**src/rtl/keypad_entry_scanner.sv**
```systemverilog
// keypad_entry_scanner: drives one active-low column of a 4x4 keypad at a time,
// collects the row readback for a full scan, debounces the scan result and
// accepts keys. Accepted digits shift into a two-digit BCD entry.
//
//   state      | meaning
//   -----------+----------------------------------------------------------
//   ST_IDLE    | no key being tracked; waiting for a single-key scan
//   ST_CONFIRM | candidate key seen; counting identical consecutive scans
//   ST_HELD    | key accepted; counting empty scans before release
module keypad_entry_scanner #(
  parameter int unsigned SCAN_DIV       = 100000,
  parameter int unsigned DEBOUNCE_SCANS = 4
) (
  input  logic       clk,
  input  logic       reset,
  input  logic [3:0] row_in,
  output logic [3:0] col_drive,
  output logic [3:0] key_code,
  output logic       key_valid,
  output logic       key_held,
  output logic [3:0] units,
  output logic [3:0] tens
);

  localparam int unsigned DIV_W = (SCAN_DIV > 1) ? $clog2(SCAN_DIV) : 1;
  localparam int unsigned CNT_W = $clog2(DEBOUNCE_SCANS + 1);
  localparam logic [DIV_W-1:0] DIV_LAST = DIV_W'(SCAN_DIV - 1);
  // A counter at this value means the current scan completes the debounce run.
  localparam logic [CNT_W-1:0] DB_LAST  = CNT_W'(DEBOUNCE_SCANS - 1);

  typedef enum logic [1:0] {
    ST_IDLE    = 2'd0,
    ST_CONFIRM = 2'd1,
    ST_HELD    = 2'd2
  } state_t;

  logic [3:0]       row_meta_q, row_sync_q;
  logic [DIV_W-1:0] div_q, div_d;
  logic [1:0]       col_idx_q, col_idx_d;
  logic [3:0]       col_drive_q;
  logic [15:0]      acc_q, scan_now;
  logic             tick, eos;
  logic [4:0]       hit_cnt;
  logic [3:0]       hit_pos, scan_code;
  logic             scan_none, scan_single, accept;

  state_t           state_q;
  logic [3:0]       cand_q;
  logic [CNT_W-1:0] match_q, rel_q;
  logic [3:0]       key_code_q, units_q, tens_q;
  logic             key_valid_q, key_held_q;

  // Matrix position {row, col} to key code.
  function automatic logic [3:0] key_map(input logic [3:0] pos);
    logic [3:0] code;
    unique case (pos)
      4'd0:  code = 4'h1;
      4'd1:  code = 4'h2;
      4'd2:  code = 4'h3;
      4'd3:  code = 4'hA;
      4'd4:  code = 4'h4;
      4'd5:  code = 4'h5;
      4'd6:  code = 4'h6;
      4'd7:  code = 4'hB;
      4'd8:  code = 4'h7;
      4'd9:  code = 4'h8;
      4'd10: code = 4'h9;
      4'd11: code = 4'hC;
      4'd12: code = 4'hE;
      4'd13: code = 4'h0;
      4'd14: code = 4'hF;
      default: code = 4'hD;
    endcase
    return code;
  endfunction

  // Two-flop synchroniser for the asynchronous, pulled-up row lines.
  always_ff @(posedge clk) begin
    if (reset) begin
      row_meta_q <= 4'hF;
      row_sync_q <= 4'hF;
    end else begin
      row_meta_q <= row_in;
      row_sync_q <= row_meta_q;
    end
  end

  assign tick      = (div_q == DIV_LAST);
  assign eos       = tick && (col_idx_q == 2'd3);
  assign div_d     = tick ? '0 : div_q + 1'b1;
  assign col_idx_d = tick ? col_idx_q + 2'd1 : col_idx_q;

  // Scan result so far with the current column's rows merged in (pressed = 1).
  always_comb begin
    scan_now = acc_q;
    for (int r = 0; r < 4; r++) begin
      scan_now[{2'(r), col_idx_q}] = ~row_sync_q[r];
    end
  end

  // Count pressed intersections; position is only meaningful for a single hit.
  always_comb begin
    hit_cnt = '0;
    hit_pos = '0;
    for (int i = 0; i < 16; i++) begin
      if (scan_now[i]) begin
        hit_cnt = hit_cnt + 5'd1;
        hit_pos = 4'(i);
      end
    end
  end

  assign scan_none   = (hit_cnt == 5'd0);
  assign scan_single = (hit_cnt == 5'd1);
  assign scan_code   = key_map(hit_pos);

  // Column stepping: divider, column index, column drive and scan accumulator.
  always_ff @(posedge clk) begin
    if (reset) begin
      div_q       <= '0;
      col_idx_q   <= '0;
      col_drive_q <= 4'b1110;
      acc_q       <= '0;
    end else begin
      div_q     <= div_d;
      col_idx_q <= col_idx_d;
      if (tick) begin
        col_drive_q <= {col_drive_q[2:0], col_drive_q[3]};
        acc_q       <= eos ? '0 : scan_now;
      end
    end
  end

  // Accept happens either straight from IDLE (single-scan debounce) or when the
  // confirm run reaches its final matching scan.
  always_comb begin
    accept = 1'b0;
    if (eos && scan_single) begin
      if (state_q == ST_IDLE) begin
        accept = (DEBOUNCE_SCANS == 1);
      end else if (state_q == ST_CONFIRM) begin
        accept = (scan_code == cand_q) && (match_q == DB_LAST);
      end
    end
  end

  // Debounce FSM plus key/entry output registers, advanced at end-of-scan.
  always_ff @(posedge clk) begin
    if (reset) begin
      state_q     <= ST_IDLE;
      cand_q      <= '0;
      match_q     <= '0;
      rel_q       <= '0;
      key_code_q  <= '0;
      key_valid_q <= 1'b0;
      key_held_q  <= 1'b0;
      units_q     <= '0;
      tens_q      <= '0;
    end else begin
      key_valid_q <= 1'b0;
      if (accept) begin
        state_q     <= ST_HELD;
        cand_q      <= scan_code;
        match_q     <= '0;
        rel_q       <= '0;
        key_code_q  <= scan_code;
        key_valid_q <= 1'b1;
        key_held_q  <= 1'b1;
        if (scan_code <= 4'd9) begin
          tens_q  <= units_q;
          units_q <= scan_code;
        end else if (scan_code == 4'hA) begin
          tens_q  <= '0;
          units_q <= '0;
        end
      end else if (eos) begin
        unique case (state_q)
          ST_IDLE: begin
            if (scan_single) begin
              cand_q  <= scan_code;
              match_q <= CNT_W'(1);
              state_q <= ST_CONFIRM;
            end
          end
          ST_CONFIRM: begin
            if (scan_single && (scan_code == cand_q)) begin
              match_q <= match_q + 1'b1;
            end else begin
              match_q <= '0;
              state_q <= ST_IDLE;
            end
          end
          ST_HELD: begin
            if (!scan_none) begin
              rel_q <= '0;
            end else if (rel_q == DB_LAST) begin
              rel_q      <= '0;
              key_held_q <= 1'b0;
              state_q    <= ST_IDLE;
            end else begin
              rel_q <= rel_q + 1'b1;
            end
          end
          default: state_q <= ST_IDLE;
        endcase
      end
    end
  end

  assign col_drive = col_drive_q;
  assign key_code  = key_code_q;
  assign key_valid = key_valid_q;
  assign key_held  = key_held_q;
  assign units     = units_q;
  assign tens      = tens_q;

endmodule
```
**config.mk**
```make
export PLATFORM = sky130hd
export DESIGN_NAME = keypad_entry_scanner
export DESIGN_NICKNAME = d
export VERILOG_FILES = /design/src/rtl/keypad_entry_scanner.sv
export SDC_FILE = /design/constraint.sdc
export NUM_CORES = 1
export LEC_CHECK = 0
export BUFFER_PORTS_ARGS = -buffer_cell sky130_fd_sc_hd__buf_2
export CAP_MARGIN = 10
export CORE_MARGIN = 2
export CORE_UTILIZATION = 39
export CTS_BUF_LIST = sky130_fd_sc_hd__clkbuf_8
export CTS_CLUSTER_DIAMETER = 40
export DETAILED_ROUTE_END_ITERATION = 10
export GPL_TIMING_DRIVEN = 1
export SETUP_SLACK_MARGIN = 0.05
export SYNTH_ARGS = -nofsm -noshare
export SYNTH_HDL_FRONTEND = slang
export SYNTH_SLANG_ARGS = --single-unit
```
**constraint.sdc**
```tcl
create_clock -name clk -period 21.1 [get_ports clk]
set_clock_uncertainty 0.15 [all_clocks]
set_input_delay 4.22 -clock clk [delete_from_list [all_inputs] [get_ports clk]]
set_output_delay 4.22 -clock clk [all_outputs]
set_load 0.05 [all_outputs]
```
==> metrics.csv <==
stage;metric;value;unit
sta;fin_crit_sh;53.6;%
sta;tightest_slew;1.03;ns
die;die-width;121;microns
worst_setup_path;r2r-start;col_idx_q[0]$_SDFFE_PP0N_;
worst_setup_path;r2r_slack;9.78;ns
synthesis;ys.flop_type;dfxtp_1;
synthesis;synth_top_area_cell;dfxtp_1;
worst_setup_path;critical_path_required;21.19;ns
sta;slew-limit-headroom;31.4;%
layout;layout_commonest_cell;dfxtp_1;
synthesis;ys_top_cells_by_area;dfxtp_1 (27%), ha_1 (6.1%), xnor2_1 (5.4%);
route;drt-pass1-iter-count;4;
clock_tree;cts_made_buffers;9;
die;rows;42;
grt;grt_pass1_wl;21200;microns
grt;grtUsageTotal;17.6;%
hold_path;hp-class;reg -> reg;
power_and_ir_drop;peakVddDrop;51.5;uV
worst_setup_path;regToRegEndpoint;units[2]$_SDFFE_PP0P_;
sta;setup_viol;0;
clock_tree;cts_setup_buffers;0;
worst_setup_path;worstSetupPathType;reg -> reg;
route;drt_first_iter_violations;236;
worst_setup_path;start_kind;flop;
worst_setup_path;critPathMaxFanout;19;
clock_tree;cts_resized;0;
layout;area_growth;8.53;%
placed_design;gp_congestion;0.837;
layout;diodes;0;
sta;slew_violations;0;
synthesis;synth_cell_types;87;
grt;grt_pass1_vias;4445;
route;drc;0;
sta;fin_ws;9.78;ns
hold_path;whs_path_depth;1;
layout;final_nets;676;
route;routedWlPerCell;14.9;microns
die;die_y;121;microns
grt;grt-ovfl-total;0;
synthesis;synth_edf_count;0;
worst_setup_path;slowest_delay;0.57;ns
die;io_pins;24;
placed_design;dpl.hpwl;9280;microns
placed_design;portBuffers;23;
layout;drive_gt1_share;14.3;%
placed_design;place_ws;9.85;ns
sta;post-route-min-period;11.32;ns
hold_path;holdPathEnd;row_sync_q[2]$_SDFF_PP1_;
route;routed_wl;12300;microns
hold_path;hold_path_startpoint;row_meta_q[2]$_SDFF_PP1_;
worst_setup_path;slowest_stage;or4_1;
clock_tree;clock_latency;0.35;ns
synthesis;synthArstFlopShare;0;%
clock_tree;cts_tree;done;
clock_tree;cts_root_buf;clkbuf_8;
power_and_ir_drop;swShare;25.5;%
layout;final_cell_mix;dfxtp_1 (73), nor2_1 (61), nand2_1 (54), xnor2_1 (33), a21oi_1 (30);
route;vias;4523;
die;core;13300;sq um
power_and_ir_drop;p_seq_share;49.0;%
clock_tree;clock-sinks;73;
clock_tree;path_clk_slew;0.09;ns
power_and_ir_drop;power_frac_comb;9.6;%
sta;rsz0062_at_grt;no;
outcome;outcome;complete, no violations;
power_and_ir_drop;pwr-share-clk;41.4;%
clock_tree;cts_buffer_depth;2;
sta;finalHoldViolations;0;
worst_setup_path;reg2reg_depth;51;
clock_tree;htree_levels;3;
grt;antenna_found_initial;0;
worst_setup_path;cp.arrival;11.41;ns
layout;layout.cells.non_filler;825;
power_and_ir_drop;p_per_area;49.1;nW/um^2
synthesis;synth.top_cell.area_share;27.2;%
power_and_ir_drop;p_total;286;uW
synthesis;yosysSeqAreaShare;27.2;%
worst_setup_path;end_kind;flop;
die;start_util;40.2;%
synthesis;postSynthAreaPerCell;8.49;sq um
synthesis;synth_seq_cells;73;
worst_setup_path;cpMostUsedCell;ha_1;
grt;grt_max_degree;38;
route;antenna_left;0;
synthesis;syn_nets;664;
sta;fmax;0.0884;GHz
die;die_area;14700;sq um
power_and_ir_drop;p_leak;0.00234;uW
sta;setup_tns;0;ns
power_and_ir_drop;p_int;213;uW
power_and_ir_drop;p_sw;73.0;uW
placed_design;post-place-cells;809;
route;viasPerCell;5.48;
synthesis;synth_area;5370;sq um
layout;n_fill_cell;1352;
synthesis;synthCells;632;
synthesis;synth_warnings;0;
flow_run;drv_cap;0;
clock_tree;hold_buffers;0;
==> cells in the mapped netlist (4+ instances only) <==
master    instances
o31ai_1           7
a21bo_2           4
or2_2            12
a32o_1            4
dfxtp_1          73
nand2b_1          8
ha_1             26
nor4_1            5
a21oi_2           4
o21ai_1           9
nor3b_1           7
and3_1            9
a22o_1           11
o211ai_1          4
nand2_1          54
xor2_1           23
a31oi_1           7
inv_1            27
nand3_1          21
xnor2_2           7
a21o_1            8
mux2i_1          18
clkbuf_1         15
xnor2_1          33
a21oi_1          30
nor2_1           61
nor2b_1           4
and2_1            7
o21a_1            6
nand4_1           8
nor3_1           19
o21ai_0          16
==> area by class of cell <==
type | instances | area [sq um] | share of cell area (%)
multi-input combinational | 508 | 3700 | 63.5
sequential | 73 | 1460 | 25.1
tap | 176 | 220 | 3.78
clock buffer | 12 | 165 | 2.84
timing repair buffer | 24 | 123 | 2.11
inverter | 28 | 105 | 1.80
clock inverter | 4 | 50.0 | 0.859
==> cell families (layout without fill, tap and decap cells) <==
| kind of cell | after synthesis | count (layout) | share of synthesized area (%) |
|---|---|---|---|
| AO/OA/AOI/OAI | 146 | 146 | 19.9 |
| XOR/XNOR | 71 | 71 | 14.6 |
| adder cells (fa/ha/maj) | 26 | 26 | 6.06 |
| buffers and inverters | 51 | 68 | 4.03 |
| flip-flops | 73 | 73 | 27.2 |
| multiplexers | 23 | 23 | 4.69 |
| AND/OR/NAND/NOR | 242 | 242 | 23.4 |
==> worst max-delay path, delay by kind of cell, from the launching register on <==
kind / cells / cell delay, ns
buffers and inverters: 5 / 0.41
multiplexers: 6 / 1.60
AND/OR/NAND/NOR: 15 / 2.46
flip-flops: 1 / 0.40
adder cells (fa/ha/maj): 13 / 3.98
AO/OA/AOI/OAI: 12 / 2.18
==> per-layer routing <==
metal,track usage [%],share of wire [%],vias to the layer above
li1,-,-,2296
met1,23.0,48,2147
met2,30.0,48,65
met3,2.40,2.8,15
met4,5.32,1.4,0
met5,0,0,-
==> through the flow <==
step	hold WS (ns)	cell area (sq um)	util, %
finish	0.250	5820	43.6
global route	0.274	5820	43.6
CTS	0.252	5820	43.6
global placement	0.243	5610	42.0
detailed placement	0.242	5610	42.0
floorplan	0.239	5370	-
==> state kept, by name (all words and copies together), names as in the netlist <==
name and count:
div_q 17, acc_q 16, cand_q 4, col_drive 4, key_code 4, row_meta_q 4
row_sync_q 4, tens 4, units 4, match_q 3, rel_q 3, col_idx_q 2
state_q 2, key_held 1, key_valid 1
==> how the worst max path moves through the flow <==
stage                         startpoint                  endpoint  slack [ns]  depth (start not counted)
5_1_grt        col_idx_q[0]$_SDFFE_PP0N_     units[2]$_SDFFE_PP0P_        8.77                         51
2_1_floorplan  col_idx_q[0]$_SDFFE_PP0N_  key_code[0]$_SDFFE_PP0P_       11.12                         55
3_3_place_gp   col_idx_q[0]$_SDFFE_PP0N_     units[1]$_SDFFE_PP0P_       10.27                         51
6_report       col_idx_q[0]$_SDFFE_PP0N_     units[2]$_SDFFE_PP0P_        9.78                         51
4_1_cts        col_idx_q[0]$_SDFFE_PP0N_     units[2]$_SDFFE_PP0P_        9.78                         51
3_5_place_dp   col_idx_q[0]$_SDFFE_PP0N_     units[2]$_SDFFE_PP0P_        9.85                         51
==> power groups by stage <==
stage	logic (uW)	clock network, uW	registers (uW)
6_report	27.4	119	140
5_1_grt	30.8	128	140
4_1_cts	27.5	121	140
3_5_place_dp	27.3	0	143
3_3_place_gp	26.6	0	143
2_1_floorplan	22.7	0	143
Power figures use the tool's default switching activity.
